--- src/rtl/gl_cmd_fetch.sv ---
// gl_cmd_fetch: walks the GL command stream in instruction BRAM, sizes and rewrites each
// command, and queues {header, payload addr, len} toward decode. GL_FETCH_BOUND_EN enables the TEXT_END check.
module gl_cmd_fetch #(
    parameter int                WIDTH      = 32,
    parameter int                ADDR_W     = 32,
    parameter logic [ADDR_W-1:0] TEXT_START = '0,
    parameter logic [ADDR_W-1:0] TEXT_END   = '1,
    parameter int                BRAM_LAT   = 1,
    parameter int                FIFO_DEPTH = 4
) (
    input  logic              i_clk,
    input  logic              i_reset,
    input  logic              i_en,
    output logic [ADDR_W-1:0] o_inst_addr,
    input  logic [WIDTH-1:0]  i_inst_in,
    output logic              o_out_valid,
    input  logic              i_out_ready,
    output logic [WIDTH-1:0]  o_out_inst,
    output logic [ADDR_W-1:0] o_out_payload_addr,
    output logic [4:0]        o_out_len,
    output logic              o_halted,
    output logic              o_err
);

    localparam int PTR_W  = $clog2(FIFO_DEPTH);
    localparam int CNT_W  = PTR_W + 1;
    localparam int WCNT_W = (BRAM_LAT > 1) ? $clog2(BRAM_LAT) : 1;
    localparam logic [WIDTH-1:0] MULTMATRIX_HDR = WIDTH'(32'h80001011);

    typedef struct packed {
        logic [WIDTH-1:0]  inst;
        logic [ADDR_W-1:0] paddr;
        logic [4:0]        len;
    } entry_t;

    typedef enum logic [1:0] {S_ISSUE, S_WAIT, S_DECODE, S_HALT} state_t;

    state_t              r_state, w_next;
    logic [ADDR_W-1:0]   r_pc;
    logic [WCNT_W-1:0]   r_wcnt;
    logic                r_halted;

    entry_t              r_fifo [FIFO_DEPTH];
    logic [PTR_W-1:0]    r_wr, r_rd;
    logic [CNT_W-1:0]    r_count;

    logic [7:0]          w_opcode;
    logic [4:0]          w_len;
    logic                w_rewrite;
    logic                w_is_end;
    logic                w_oob;
    logic                w_load_wcnt;
    logic                w_push;
    logic                w_pop;
    logic                w_halt_set;
    entry_t              w_entry;
    entry_t              w_head;

    // Command sizing and macro-op rewrite table
    assign w_opcode = i_inst_in[7:0];
    assign w_is_end = (w_opcode == 8'hFF);

    always_comb begin
        w_len     = 5'd1;
        w_rewrite = 1'b0;
        case (w_opcode)
            8'h03, 8'h04: w_len = 5'd4;
            8'h11, 8'h13: w_len = 5'd17;
            8'h16, 8'h17, 8'h18, 8'h1A, 8'h1B: begin
                w_len     = 5'd17;
                w_rewrite = 1'b1;
            end
            8'h19:   w_len = 5'd5;
            default: w_len = 5'd1;
        endcase
    end

`ifdef GL_FETCH_BOUND_EN
    logic [ADDR_W:0] w_end_sum;
    logic            r_err;
    // One extra bit so a command straddling the top of the address space is still caught
    assign w_end_sum = {1'b0, r_pc} + (ADDR_W+1)'(w_len);
    assign w_oob     = (w_end_sum > {1'b0, TEXT_END});
`else
    assign w_oob = 1'b0;
`endif

    // FSM: state register
    always_ff @(posedge i_clk) begin
        if (!i_reset) r_state <= S_ISSUE;
        else          r_state <= w_next;
    end

    // FSM: next state
    always_comb begin
        w_next = r_state;
        case (r_state)
            S_ISSUE:
                if (i_en && !r_halted && (r_count < CNT_W'(FIFO_DEPTH))) w_next = S_WAIT;
            S_WAIT:
                if (r_wcnt == '0) w_next = S_DECODE;
            S_DECODE:
                w_next = (w_is_end || w_oob) ? S_HALT : S_ISSUE;
            S_HALT:
                w_next = S_HALT;
            default:
                w_next = S_ISSUE;
        endcase
    end

    // FSM: outputs
    always_comb begin
        w_load_wcnt = 1'b0;
        w_push      = 1'b0;
        w_halt_set  = 1'b0;
        case (r_state)
            S_ISSUE:  w_load_wcnt = (w_next == S_WAIT);
            S_DECODE: begin
                w_push     = !w_is_end && !w_oob;
                w_halt_set = w_is_end || w_oob;
            end
            default: ;
        endcase
    end

    always_ff @(posedge i_clk) begin
        if (!i_reset) begin
            r_pc     <= TEXT_START;
            r_wcnt   <= '0;
            r_halted <= 1'b0;
        end else begin
            if (w_load_wcnt)
                r_wcnt <= WCNT_W'(BRAM_LAT - 1);
            else if (r_state == S_WAIT && r_wcnt != '0)
                r_wcnt <= r_wcnt - 1'b1;
            if (w_push)
                r_pc <= r_pc + ADDR_W'(w_len);
            if (w_halt_set)
                r_halted <= 1'b1;
        end
    end

`ifdef GL_FETCH_BOUND_EN
    always_ff @(posedge i_clk) begin
        if (!i_reset)                               r_err <= 1'b0;
        else if (r_state == S_DECODE && !w_is_end && w_oob) r_err <= 1'b1;
    end
    assign o_err = r_err;
`else
    assign o_err = 1'b0;
`endif

    assign o_inst_addr = r_pc;
    assign o_halted    = r_halted;

    assign w_entry.inst  = w_rewrite ? MULTMATRIX_HDR : i_inst_in;
    assign w_entry.paddr = r_pc + ADDR_W'(1);
    assign w_entry.len   = w_len;

    // Output queue; ISSUE only starts a read when a slot is free, so a push never overflows
    assign w_pop = o_out_valid && i_out_ready;

    always_ff @(posedge i_clk) begin
        if (w_push) r_fifo[r_wr] <= w_entry;
    end

    always_ff @(posedge i_clk) begin
        if (!i_reset) begin
            r_wr    <= '0;
            r_rd    <= '0;
            r_count <= '0;
        end else begin
            if (w_push) r_wr <= r_wr + 1'b1;
            if (w_pop)  r_rd <= r_rd + 1'b1;
            case ({w_push, w_pop})
                2'b10:   r_count <= r_count + 1'b1;
                2'b01:   r_count <= r_count - 1'b1;
                default: r_count <= r_count;
            endcase
        end
    end

    assign w_head             = r_fifo[r_rd];
    assign o_out_valid        = (r_count != '0);
    assign o_out_inst         = o_out_valid ? w_head.inst  : '0;
    assign o_out_payload_addr = o_out_valid ? w_head.paddr : '0;
    assign o_out_len          = o_out_valid ? w_head.len   : '0;

endmodule

--- config.mk ---
export PLATFORM = sky130hd
export DESIGN_NAME = gl_cmd_fetch
export DESIGN_NICKNAME = d
export VERILOG_FILES = /design/src/rtl/gl_cmd_fetch.sv
export SDC_FILE = /design/constraint.sdc
export NUM_CORES = 1
export LEC_CHECK = 0
export BUFFER_PORTS_ARGS = -buffer_cell sky130_fd_sc_hd__buf_4
export CAP_MARGIN = 15
export CORE_MARGIN = 3
export CORE_UTILIZATION = 53
export DETAILED_ROUTE_END_ITERATION = 8
export HOLD_SLACK_MARGIN = 0.15
export PLACE_DENSITY = 0.78
export SLEW_MARGIN = 20
export SYNTH_ARGS = -nofsm -noshare
export SYNTH_HDL_FRONTEND = slang
export SYNTH_SLANG_ARGS = --single-unit
--- constraint.sdc ---
create_clock -name i_clk -period 3.1 [get_ports i_clk]
set_clock_uncertainty 0.2 [all_clocks]
set_input_delay 0.31 -clock i_clk [delete_from_list [all_inputs] [get_ports i_clk]]
set_output_delay 0.31 -clock i_clk [all_outputs]
set_load 0.01 [all_outputs]
==> results.json, run 1 <==
{
  "antenna_cells": 0,
  "die_w_microns": 163.2,
  "rrSetupSlack_ns": 0.54,
  "design.core.area_sq_um": 23890,
  "critPathMaxFanout": 11,
  "nature_of_the_critical_path_endpoint": "flop",
  "cp_top_family": "simple AND/OR/NAND/NOR gates",
  "hold_violations": 0,
  "initial_drt_markers": 719,
  "synth-seq-cells": 313,
  "wl_per_cell_microns": 20.34,
  "placedInstanceArea_sq_um": 14810,
  "postLayoutCellArea_sq_um": 16150,
  "h-tree-depth": 1,
  "setup_viol": 0,
  "critPathSlowestCell": "dlygate4sd3_1",
  "synthesis.area_sq_um": 13100,
  "portBuffers": 136,
  "final_cell_mix": "edfxtp_1 (268), buf_4 (171), and2_1 (71)",
  "grt_busiest_layer": "met2",
  "grt_util_met2_pct": 34.27,
  "cp.arrival_ns": 3.24,
  "design.die.area_sq_um": 26630,
  "syn2layout_area_growth_pct": 23.32,
  "hold_class": "in -> reg",
  "worstHoldPathCells": 4,
  "slew_headroom_pct": 53.80,
  "critical_path_class": "in -> reg",
  "clk_pin_slew_worst_paths_ns": 0.06,
  "io_pins": 140,
  "post_synthesis_mean_instance_area_sq_um": 15.93,
  "cp-start-kind": "input pin",
  "outcome": "completed",
  "grt_max_degree": 69,
  "cellLeakagePower_nw": 5.632,
  "max_stage_delay_ns": 0.53,
  "post-cts-setup-buffer-count": 0,
  "grt_overflow_total": 0,
  "first_global_vias": 7828,
  "post-synth-top-area-fraction_pct": 61.44,
  "routed-via-count": 7717,
  "nFillCells": 1608,
  "synth_warnings": 0,
  "pwr_density_cell_nw_per_um2": 632.1,
  "fin_util_pct": 67.60,
  "firstDrtPassIters": 5,
  "cts-root-buf": "clkbuf_16",
  "synth_top_flop_cell": "edfxtp_1",
  "cts_max_path_buffers": 3,
  "timing.critical_path.required_ns": 3.37,
  "drt.antenna.violating_nets": 0,
  "drive_gt1_share_pct": 30.06,
  "finalWorstPathRequiredPeriod_ns": 2.973,
  "floorplan.rows": 56,
  "first_pass_grt_wire_length_mm": 43.49,
  "reg2reg_depth": 5,
  "min_period_over_period_pct": 95.90,
  "globalRouteMet3Util_pct": 4.058,
  "die-height_microns": 163.2,
  "synth_edf_count": 268,
  "cts_inserted_buffers": 31,
  "route.final.wire_length_mm": 27.80,
  "clk_latency_ns": 0.54,
  "initial_core_util_pct": 54.82,
  "crit_buf_inv": 3,
  "postSynth.asyncResetShare_pct": 0,
  "vdd_drop_max_v": 0.0004946,
  "final_gp_congestion": 0.8743,
  "cells_along_the_critical_path": "dlygate4sd3_1 > buf_4 > nor3_2 > a21oi_1 > o21ai_0 > nor2_1 > buf_4 > ha_4 > a21oi_2 > a211o_1 > or4_4 > or3_1 > a21oi_1",
  "critical_path_cell_count": 13,
  "post_synthesis_cells": 822,
  "mostFrequentLayoutCell": "edfxtp_1",
  "max_cap_viol_count": 0,
  "grt_util_met1_pct": 29.88,
  "maxClockFrequency_mhz": 336.4,
  "tritoncts_num_sinks": 313,
  "place_hpwl_mm": 17.94,
  "number_of_antenna_violations_at_the_first_check_in_global_routing": 0,
  "ys_seq_area_share_pct": 68.32,
  "groute.usage.overall_pct": 21.06,
  "tritoncts_clock_tree": "built",
  "final_stage_net_count": 1073,
  "final_max_slew_viol_count": 0,
  "synth_area_leaders": "edfxtp_1 (61%), mux4_2 (12%), dfxtp_1 (6.9%)",
  "synth_top_cell_by_area": "edfxtp_1",
  "post_drt_via_cell_ratio": 5.645,
  "max_slew.worst_pin.slew_ns": 0.6930,
  "yosys.cell_types.count": 47,
  "drc": 0,
  "worst_hold_slack_ns": 0.2103
}
## area by class of cell
class / instances / area (sq um) / area share, %
Sequential cell: 313 / 8954 / 55.43
Multi-Input combinational cell: 450 / 3951 / 24.46
Timing Repair Buffer: 217 / 1854 / 11.48
Clock buffer: 39 / 805.8 / 4.989
Tap cell: 319 / 399.1 / 2.471
Clock inverter: 16 / 138.9 / 0.8599
Inverter: 13 / 48.80 / 0.3021
## path summary, 6_finish.rpt
kind,from,to
worst min register to register,r_wcnt,r_wcnt
worst max register to register,o_inst_addr[18],r_fifo[1][34]
worst max-delay path,i_inst_in[3],o_inst_addr[17]
worst min-delay path,i_inst_in[1],r_fifo[0][4]
## sequential cells by signal (all words and copies together), names as in the netlist, named ones only
register / flops
o_halted: 1
o_inst_addr: 32
r_count: 3
r_fifo: 268
r_rd: 2
r_state: 2
r_wcnt: 1
r_wr: 2
## worst register-to-register path: cells and delay by family, from the launching register on
kind          cells  cell delay, ns
simple gates      4            1.25
flops             1            0.47
xor+xnor          1            0.39
## layer usage
metal	vias to the layer above	part of all wire [%]
met3	39	7.1
met1	3902	43
met5	-	0
li1	3517	-
met4	0	1.7
met2	259	48
## repair_timing
item                       CTS  global route
setup endpoints to repair    0            14
hold endpoints to repair   136             0
hold buffers                35             0
gates resized for setup      0             8
## stage by stage
| step | power (mW) | worst slack [ns] | instances | setup TNS [ns] |
|---|---|---|---|---|
| floorplan | 5.971 | 0.1367 | 824 | 0 |
| global placement | 6.796 | 0.03440 | 1277 | 0 |
| detailed placement | 6.821 | -0.04224 | 1277 | -0.1502 |
| CTS | 10.30 | 0.01994 | 1367 | 0 |
| global route | 10.64 | -0.01247 | 1367 | -0.01247 |
| finish | 10.21 | 0.1272 | 1367 | 0 |
## cell usage after synthesis (7+ instances only)
library cell and n:
nor2_1 56, buf_2 7, ha_1 10, nand2_1 25, a21oi_1 22, clkbuf_1 26, and2_1 75, mux4_2 67
edfxtp_1 268, buf_4 8, nand3_1 13, xnor2_1 24, nor3_1 16, xor2_1 32, o21ai_0 12, nand4_1 14
inv_1 12, dfxtp_1 45, or3_1 10, nor2b_1 26
## where the power goes
| part | leakage [nW] | total (mW) | internal [mW] | switching, mW |
|---|---|---|---|---|
| combinational | 2.41 | 2.04 | 1.04 | 0.992 |
| clock | 0.452 | 3.47 | 2.00 | 1.47 |
| sequential | 2.77 | 4.70 | 4.64 | 0.0635 |
## cell families after synthesis
logic type                 share of synthesized area, %
AOI/OAI and AO/OA                                 2.121
xor gates and xnor gates                          3.745
adders and majority gates                         1.108
buffers and inverters                             2.054
DFF                                               68.32
muxes                                             11.67
other                                           0.02863
and+or+nand+nor                                   10.95
Power figures use the tool's default switching activity.
==> inputs of run 2 (changes only) <==
--- a/config.mk
+++ b/config.mk
@@ -8,10 +8,10 @@
 export BUFFER_PORTS_ARGS = -buffer_cell sky130_fd_sc_hd__buf_4
 export CAP_MARGIN = 15
 export CORE_MARGIN = 3
-export CORE_UTILIZATION = 53
+export CORE_UTILIZATION = 30
 export DETAILED_ROUTE_END_ITERATION = 8
 export HOLD_SLACK_MARGIN = 0.15
-export PLACE_DENSITY = 0.78
+export PLACE_DENSITY = 0.5
 export SLEW_MARGIN = 20
 export SYNTH_ARGS = -nofsm -noshare
 export SYNTH_HDL_FRONTEND = slang
==> run 2 against run 1 <==
Clock power up 21%. Non-clock buffer count up 11. Register-to-register slack about the same. Power up 8.0%. Cell area up 4.1%. Sequential power about the same. Utilization down 28 points. Final cell count up 20%. Combinational power up 4%. Wire length up 17%. Die area up 73%. Flip-flop and latch count unchanged. Critical endpoint unchanged. Largest cell class unchanged. Largest power group unchanged.
==> results.json, run 2 (synthesis results as in run 1) <==
{
  "hold_violations": 0,
  "critical_path_class": "in -> reg",
  "h-tree-depth": 2,
  "post_drt_via_cell_ratio": 4.687,
  "largest_register": "r_fifo",
  "die_w_microns": 214.9,
  "cellLeakagePower_nw": 5.812,
  "syn2layout_area_growth_pct": 28.35,
  "grt_max_degree": 69,
  "worstHoldPathCells": 4,
  "grt_busiest_layer": "met2",
  "final_max_slew_viol_count": 0,
  "initial_core_util_pct": 30.81,
  "final_cell_mix": "edfxtp_1 (268), buf_4 (183), and2_1 (71)",
  "largest_register_ffs": 268,
  "first_pass_grt_wire_length_mm": 49.31,
  "outcome": "completed",
  "layout.cells.non_filler": 1645,
  "portBuffers": 136,
  "critPathMaxFanout": 11,
  "route.final.wire_length_mm": 32.61,
  "design.die.area_sq_um": 46200,
  "vdd_drop_max_v": 0.0004167,
  "cts_inserted_buffers": 36,
  "pwr_density_cell_nw_per_um2": 655.9,
  "cts_max_path_buffers": 3,
  "place_hpwl_mm": 20.80,
  "final_gp_congestion": 0.7818,
  "tritoncts_clock_tree": "built",
  "postLayoutCellArea_sq_um": 16810,
  "max_slew.worst_pin.slew_ns": 0.7827,
  "slew_headroom_pct": 47.82,
  "reg2reg_depth": 7,
  "setup_viol": 0,
  "io_pins": 140,
  "multiInputGateArea_sq_um": 3974,
  "nFillCells": 3970,
  "clk_latency_ns": 0.52,
  "grt_util_met1_pct": 19.67,
  "cp.arrival_ns": 3.25,
  "floorplan.rows": 75,
  "first_global_vias": 7789,
  "final_stage_net_count": 1089,
  "initial_drt_markers": 531,
  "firstDrtPassIters": 5,
  "hold_class": "in -> reg",
  "finalWorstPathRequiredPeriod_ns": 2.997,
  "layout.area.seq_sq_um": 8956,
  "min_period_over_period_pct": 96.67,
  "routed-via-count": 7710,
  "mostFrequentLayoutCell": "edfxtp_1",
  "die-height_microns": 214.9,
  "fin_tns_setup_ns": 0,
  "antenna_cells": 0,
  "timing.critical_path.required_ns": 3.35,
  "max_cap_viol_count": 0,
  "wl_per_cell_microns": 19.82,
  "design.core.area_sq_um": 42510,
  "nature_of_the_critical_path_endpoint": "flop",
  "tritoncts_num_sinks": 313,
  "maxClockFrequency_mhz": 333.7,
  "clk_pin_slew_worst_paths_ns": 0.06,
  "drt.antenna.violating_nets": 0,
  "drc": 0,
  "groute.usage.overall_pct": 13.87,
  "drive_gt1_share_pct": 31.55,
  "placed_cell_count": 1547,
  "placedInstanceArea_sq_um": 15240,
  "cts-root-buf": "clkbuf_16",
  "grt_overflow_total": 0,
  "globalRouteMet3Util_pct": 2.910,
  "cp-start-kind": "input pin",
  "grt_util_met2_pct": 22.07,
  "number_of_antenna_violations_at_the_first_check_in_global_routing": 0
}
-- run 2: cell types whose count changed in the layout (fill, tap and decap cells not counted), sizes merged, moves of 2 or more --
cell / delta
inv: +2
dlygate4sd3: -2
clkbuf: +9
clkinvlp: -3
buf: +13
bufinv: +2
-- run 2: layout make-up --
class	count	share of cell area, %
flip-flops and latches	313	53.27
well taps	577	4.294
repair buffers	228	11.57
clock inverters	16	1.064
inverters	13	0.2903
multi-input cells	450	23.64
clock buffers	48	5.872
-- run 2: per-stage QoR --
stage	hold WS, ns	total power, mW	setup slack, ns	util (%)
after floorplan	0.2277	5.971	0.1367	-
after global placement	0.2527	6.956	-0.002984	35.85
after global routing	0.2124	11.55	-0.0006057	39.55
after detailed placement	0.2593	6.958	-0.03299	35.85
after CTS	0.1852	11.25	0.01164	39.37
final	0.2250	11.03	0.1032	39.55
-- run 2: power breakdown --
group	internal, mW	switching, mW
Clock	2.57	1.64
Sequential	4.64	0.0470
Combinational	1.06	1.08
-- run 2: repair_timing --
item                                    in CTS  in global routing
gates resized for setup                      0                 12
endpoints found under the hold margin      128                  0
hold buffers                                33                  0
endpoints found under the setup margin       0                 22
setup buffers                                0                  1
-- run 2: routing by layer --
metal  up-vias  part of all wire [%]
li1       3547                     -
met1      3883                    46
met2       233                    47
met3        47                   5.7
met4         0                   1.6
met5         -                     0
-- run 2: path summary, 6_finish.rpt --
| kind | from | end | slack [ns] |
|---|---|---|---|
| setup / recovery | i_inst_in[3] | o_inst_addr[17] | 0.10 |
| hold / removal | i_inst_in[2] | r_fifo[2][39] | 0.22 |
| setup reg to reg | o_inst_addr[7] | r_fifo[3][22] | 0.55 |
| hold reg to reg | r_wcnt | r_wcnt | 0.27 |
-- run 2: critical path, cell delays in order --
cell and delay [ns]:
dlygate4sd3_1 0.54, buf_4 0.17, nor3_2 0.15, a21oi_1 0.05, o21ai_0 0.11, nor2_1 0.07, buf_4 0.17, ha_4 0.27
a21oi_2 0.08, a211o_1 0.26, or4_4 0.57, or3_1 0.35, a21oi_2 0.13
